===== src/rtl/taxi_eth_mac_rx_stats.sv =====
// Receive statistics for the 1G MAC rx stream: classifies frames into
// saturating counters and snapshots them into shadows for coherent reads.
//
// state | meaning
// SYNC  | after reset; drop beats until a tlast so a partial frame is never counted
// IDLE  | between frames; next beat starts a frame (or is a 1-byte frame)
// FRAME | inside a frame; counting beats until tlast
module taxi_eth_mac_rx_stats #(
   parameter int CNT_W         = 32,
   parameter int MIN_FRAME_LEN = 64,
   parameter int MAX_FRAME_LEN = 1518
) (
   input  logic        clk,
   input  logic        rst_n,
   input  logic        mon_tvalid,
   input  logic        mon_tready,
   input  logic        mon_tlast,
   input  logic        mon_tuser,
   input  logic        rx_error_bad_fcs,
   input  logic        stat_rx_lfc_pkt,
   input  logic        stat_rx_pfc_pkt,
   input  logic        snap_req,
   input  logic        snap_clear,
   input  logic        rd_en,
   input  logic [2:0]  rd_addr,
   output logic [63:0] rd_data,
   output logic        rd_valid
);

   typedef enum logic [1:0] {SYNC, IDLE, FRAME} state_t;

   localparam int             SUM_W   = CNT_W + 1;
   localparam logic [CNT_W-1:0] CNT_MAX = {CNT_W{1'b1}};
   localparam logic [15:0]    MIN_LEN = 16'(MIN_FRAME_LEN);
   localparam logic [15:0]    MAX_LEN = 16'(MAX_FRAME_LEN);

   state_t            state_q, state_d;
   logic [15:0]       len_q, len_d;
   logic [CNT_W-1:0]  cnt_q [8];
   logic [CNT_W-1:0]  cnt_d [8];
   logic [CNT_W-1:0]  shadow_q [8];
   logic [CNT_W-1:0]  shadow_d [8];
   logic [63:0]       rd_data_q, rd_data_d;
   logic              rd_valid_q, rd_valid_d;

   logic              beat;
   logic              eof;
   logic [15:0]       frame_len;
   logic [15:0]       len_inc;
   logic [7:0]        ev;
   logic              frame_ok;
   logic [CNT_W-1:0]  base [8];
   logic [SUM_W-1:0]  byte_sum;

   always_comb begin
      state_d   = state_q;
      len_d     = len_q;
      eof       = 1'b0;
      frame_len = '0;
      beat      = mon_tvalid & mon_tready;
      len_inc   = (len_q == 16'hFFFF) ? len_q : len_q + 16'd1;
      case (state_q)
         SYNC: begin
            if (beat && mon_tlast) state_d = IDLE;
         end
         IDLE: begin
            if (beat) begin
               if (mon_tlast) begin
                  eof       = 1'b1;
                  frame_len = 16'd1;
               end else begin
                  len_d   = 16'd1;
                  state_d = FRAME;
               end
            end
         end
         FRAME: begin
            if (beat) begin
               if (mon_tlast) begin
                  eof       = 1'b1;
                  frame_len = len_inc;
                  len_d     = '0;
                  state_d   = IDLE;
               end else begin
                  len_d = len_inc;
               end
            end
         end
         default: state_d = SYNC;
      endcase
   end

   // Exactly one frame class fires per tlast; bytes_ok (index 1) is handled as an add.
   always_comb begin
      frame_ok = eof && !mon_tuser && (frame_len >= MIN_LEN) && (frame_len <= MAX_LEN);
      ev       = '0;
      ev[0]    = frame_ok;
      ev[2]    = eof && mon_tuser;
      ev[3]    = rx_error_bad_fcs;
      ev[4]    = eof && !mon_tuser && (frame_len < MIN_LEN);
      ev[5]    = eof && !mon_tuser && (frame_len >= MIN_LEN) && (frame_len > MAX_LEN);
      ev[6]    = stat_rx_lfc_pkt;
      ev[7]    = stat_rx_pfc_pkt;
      for (int i = 0; i < 8; i++) begin
         base[i]     = (snap_req && snap_clear) ? '0 : cnt_q[i];
         cnt_d[i]    = (ev[i] && base[i] != CNT_MAX) ? base[i] + CNT_W'(1) : base[i];
         shadow_d[i] = snap_req ? cnt_q[i] : shadow_q[i];
      end
      byte_sum = {1'b0, base[1]} + SUM_W'(frame_len);
      if (frame_ok) cnt_d[1] = byte_sum[CNT_W] ? CNT_MAX : byte_sum[CNT_W-1:0];
   end

   // Reads see shadow_q, so a read coinciding with a snapshot returns the old set.
   always_comb begin
      rd_valid_d = rd_en;
      rd_data_d  = rd_data_q;
      if (rd_en) begin
         rd_data_d              = '0;
         rd_data_d[CNT_W-1:0]   = shadow_q[rd_addr];
      end
   end

   always_ff @(posedge clk) begin
      if (!rst_n) begin
         state_q    <= SYNC;
         len_q      <= '0;
         rd_data_q  <= '0;
         rd_valid_q <= 1'b0;
         for (int i = 0; i < 8; i++) begin
            cnt_q[i]    <= '0;
            shadow_q[i] <= '0;
         end
      end else begin
         state_q    <= state_d;
         len_q      <= len_d;
         rd_data_q  <= rd_data_d;
         rd_valid_q <= rd_valid_d;
         for (int i = 0; i < 8; i++) begin
            cnt_q[i]    <= cnt_d[i];
            shadow_q[i] <= shadow_d[i];
         end
      end
   end

   assign rd_data  = rd_data_q;
   assign rd_valid = rd_valid_q;

endmodule


===== config.mk =====
export PLATFORM = sky130hd
export DESIGN_NAME = taxi_eth_mac_rx_stats
export DESIGN_NICKNAME = d
export VERILOG_FILES = /design/src/rtl/taxi_eth_mac_rx_stats.sv
export SDC_FILE = /design/constraint.sdc
export NUM_CORES = 1
export LEC_CHECK = 0
export BUFFER_PORTS_ARGS = -buffer_cell sky130_fd_sc_hd__buf_2
export CAP_MARGIN = 25
export CORE_MARGIN = 5
export CORE_UTILIZATION = 55
export CTS_CLUSTER_DIAMETER = 150
export DETAILED_ROUTE_END_ITERATION = 8
export GPL_TIMING_DRIVEN = 0
export PLACE_DENSITY = 0.86
export RECOVER_POWER = 25
export SLEW_MARGIN = 20
export SYNTH_ARGS = -nofsm -noshare
export SYNTH_HDL_FRONTEND = slang
export SYNTH_SLANG_ARGS = --single-unit

===== constraint.sdc =====
create_clock -name clk -period 8.2 [get_ports clk]
set_input_delay 1.64 -clock clk [delete_from_list [all_inputs] [get_ports clk]]
set_output_delay 1.64 -clock clk [all_outputs]
set_load 0.01 [all_outputs]

==> flow_summary.json <==
{
  "initial_core_util": 0.5558,
  "pin_count": 80,
  "yosys.cell_types.count": 82,
  "vias": 22674,
  "drt_iter0_drc": 3654,
  "grt_pass1_wl_mm": 126.2,
  "routed_via_density": 6.469,
  "setup.worst_path.class": "primary input to flop",
  "drt_wl_total_mm": 85.02,
  "maxCapViolCount": 0,
  "rsz0062_at_grt": "no",
  "worst_setup_path_end_kind": "flop",
  "p_leak_nw": 11.45,
  "final_util": 0.6210,
  "crit_top_cell": "buf_2",
  "slew_violations": 0,
  "yosys_register_bits": 563,
  "hold_class": "flop to flop",
  "cts_buffers": 56,
  "yosys-top-cells-area": "edfxtp_1 (28%), dfxtp_1 (23%), and3_1 (5.6%), mux4_2 (5.3%), nor2_1 (4.2%)",
  "grt_use_total": 0.3054,
  "max_stage_delay_ns": 0.84,
  "htree_levels": 2,
  "die_area_sq_mm": 0.05391,
  "crit_family": "buffers and inverters",
  "reg2reg_depth": 19,
  "dp_hpwl_mm": 61.69,
  "cts_buffer_depth": 3,
  "cts_tree": "built",
  "cts-root-buf": "clkbuf_16",
  "nFillCells": 3845,
  "grt_max_degree": 55,
  "crit_path_top_delay_cell": "buf_2",
  "ys_async_sr_fraction": 0,
  "clk_latency_ns": 0.64,
  "drive_above_1_share": 0.08809,
  "rrSetupSlack_ns": 2.82,
  "ys.flop_type": "dfxtp_1",
  "min_path_cells": 2,
  "fin_area_sq_mm": 0.03034,
  "finalHoldViolCount": 0,
  "postCtsSetupBuffers": 0,
  "fin_total_pwr_mw": 6.058,
  "ys.warnings.count": 0,
  "slew_headroom": 0.1817,
  "firstDrtPassIters": 8,
  "critPathRequiredTime_ns": 8.77,
  "status": "finished clean",
  "grt_overflow_total": 0,
  "synth_area_per_cell_sq_um": 10.24,
  "worstHoldStart": "rd_data[15]",
  "reg2reg_from": "len_q[0]",
  "synthesis.area_sq_mm": 0.02715,
  "final_antenna_net_count": 0,
  "synth_top_area_cell": "edfxtp_1",
  "critPathMaxFanout": 28,
  "io_buffers": 41,
  "synth_top_area_share": 0.2831,
  "crit_buf_inv": 8,
  "vdd_ir_drop_max_mv": 0.1691,
  "start_kind": "primary input",
  "worst_pin_slew_ns": 1.218,
  "worstPathArrival_ns": 8.22,
  "nNetsFinal": 2831,
  "worst_hold_slack_ns": 0.4894,
  "layout_min_cycle_time_ns": 7.654,
  "cts.clk_slew.worst_paths_ns": 0.06,
  "path_cells": "clkbuf_1 -> buf_2 -> nand2_1 -> buf_2 -> buf_2 -> clkbuf_2 -> clkbuf_1 -> and2_1 -> ha_1 -> inv_1 -> fa_1 -> nor2b_1 -> nor2_1 -> a221oi_2 -> o221ai_1 -> a21bo_1 -> o31a_1 -> buf_6 -> or2_1 -> nor3_4 -> a21o_1",
  "hold_buffers": 0,
  "rows": 81,
  "r2r_end": "cnt_q[0][42]",
  "first_global_vias": 21058,
  "antenna_found_initial": 2,
  "core_sq_mm": 0.04885,
  "place_area_sq_mm": 0.02845,
  "fin_skew_ns": 0.02389,
  "drc_errors": 0,
  "die-width_um": 232.2,
  "cts.sinks": 563,
  "synth-edff-count": 256,
  "area_delta_synth_final_pct": 11.73,
  "hold_end": "rd_data[15]",
  "fmax_mhz": 130.6,
  "die_h_um": 232.2,
  "gp_congestion": 1.013,
  "power.density_mw_per_mm2": 199.7,
  "wl_per_cell_um": 24.26,
  "finalCritPeriodShare": 0.9335,
  "ys_seq_area_frac": 0.5095,
  "setup_viol": 0,
  "syn_inst": 2651
}
-- report_power, final --
part,switching [mW],internal (mW)
Clock,1.14,1.51
Combinational,0.264,0.110
Sequential,0.0341,3.01
-- timing repair --
action,CTS,global route
hold endpoints to repair,0,0
endpoints found under the setup margin,41,18
gates resized for setup,2,0
cloned,0,0
-- registers in the layout, indices dropped and copies added (netlist names) --
register	flops
cnt_q	256
shadow_q	256
rd_data	32
len_q	16
state_q	2
rd_valid	1
-- logic make-up after synthesis --
family | count (synthesis) | share of synthesized area
xor gates and xnor gates | 198 | 0.06387
AOI/OAI and AO/OA | 316 | 0.07600
other | 1 | 0.0001381
and+or+nand+nor | 1209 | 0.2307
buffers and inverters | 229 | 0.03788
DFF | 563 | 0.5095
adders and majority gates | 26 | 0.01217
muxes | 109 | 0.06968
-- worst register-to-register path: stages, from the launching register on --
cell and delay [ns]:
dfxtp_1 0.47, ha_1 0.25, nand3_1 0.26, nor4_2 0.88
xnor2_1 0.20, a22oi_1 0.10, inv_1 0.11, ha_1 0.19
inv_1 0.06, fa_1 0.38, nor2b_1 0.23, nor2_1 0.14
a221oi_2 0.31, o221ai_1 0.20, a21bo_1 0.24, o31a_1 0.27
buf_6 0.15, or2_1 0.34, nor3_4 0.39, a21o_1 0.14
-- synthesized netlist by cell type, types with 5 or more instances --
master    instances
a211o_1           6
a211oi_1         40
a21boi_0          5
a21o_1           15
a21oi_1          99
a31oi_1          11
and2_1          104
and3_1          242
and4_1           16
buf_1            11
buf_2            18
buf_4            33
clkbuf_1        130
dfxtp_1         307
edfxtp_1        256
ha_1             24
inv_1            34
mux2i_1          45
mux4_2           64
nand2_1         202
nand2b_1          9
nand3_1         122
nand4_1          50
nor2_1          303
nor3_1           44
nor3b_1           9
nor4_1           25
o211ai_1         12
o21ai_0          66
o31a_1            6
or3_1            44
or4_1             6
xnor2_1          99
xor2_1           99
-- worst max path at each step --
stage | startpoint | to | slack (ns) | cells after the start
floorplan | snap_req | cnt_q[0][49] | 2.24 | 22
global placement | snap_req | cnt_q[0][35] | -1.27 | 21
detailed placement | snap_req | cnt_q[0][42] | -1.39 | 21
CTS | snap_req | cnt_q[0][35] | 0.24 | 22
global route | snap_req | cnt_q[0][35] | 0.37 | 21
finish | snap_req | cnt_q[0][42] | 0.55 | 21
-- cell type report --
cell class                 count  area (sq um)  share of cell area
timing repair buffer          53         355.3             0.01171
clock buffer                  74          1530             0.05044
clock inverter                31         336.6             0.01110
tap                          664         830.8             0.02739
sequential                   563         13830              0.4560
buffer                       193         895.9             0.02953
antenna                        3         7.507           0.0002475
multi-input combinational   1890         12420              0.4094
inverter                      34         127.6            0.004207
-- per-layer routing --
metal  track usage  routed length, um  vias to the layer above
met5             0                  0                        -
met4        0.1806               5937                        0
met3       0.07312              11240                      329
met2        0.4410              36030                     1720
met1        0.4205              31800                    10817
li1              -                  -                     9808
-- per-stage QoR --
step,std cells,setup TNS [ns],setup WS (ns)
2_1_floorplan,2682,0,2.245
3_3_place_gp,3387,-62.13,-1.271
3_5_place_dp,3394,-72.51,-1.389
4_1_cts,3498,0,0.2448
5_1_grt,3502,0,0.3667
6_report,3505,0,0.5457
-- cells in the final DEF, fill, tap and decap left out, types with 45 or more instances in the layout --
cell type / n
dfxtp_1: 307
nor2_1: 303
edfxtp_1: 256
and3_1: 242
nand2_1: 202
clkbuf_1: 173
nand3_1: 122
xnor2_1: 99
a21oi_1: 99
xor2_1: 99
and2_1: 83
o21ai_0: 66
mux4_2: 64
clkbuf_16: 57
nand4_1: 50
mux2i_1: 45
(Power assumes the default switching activity.)
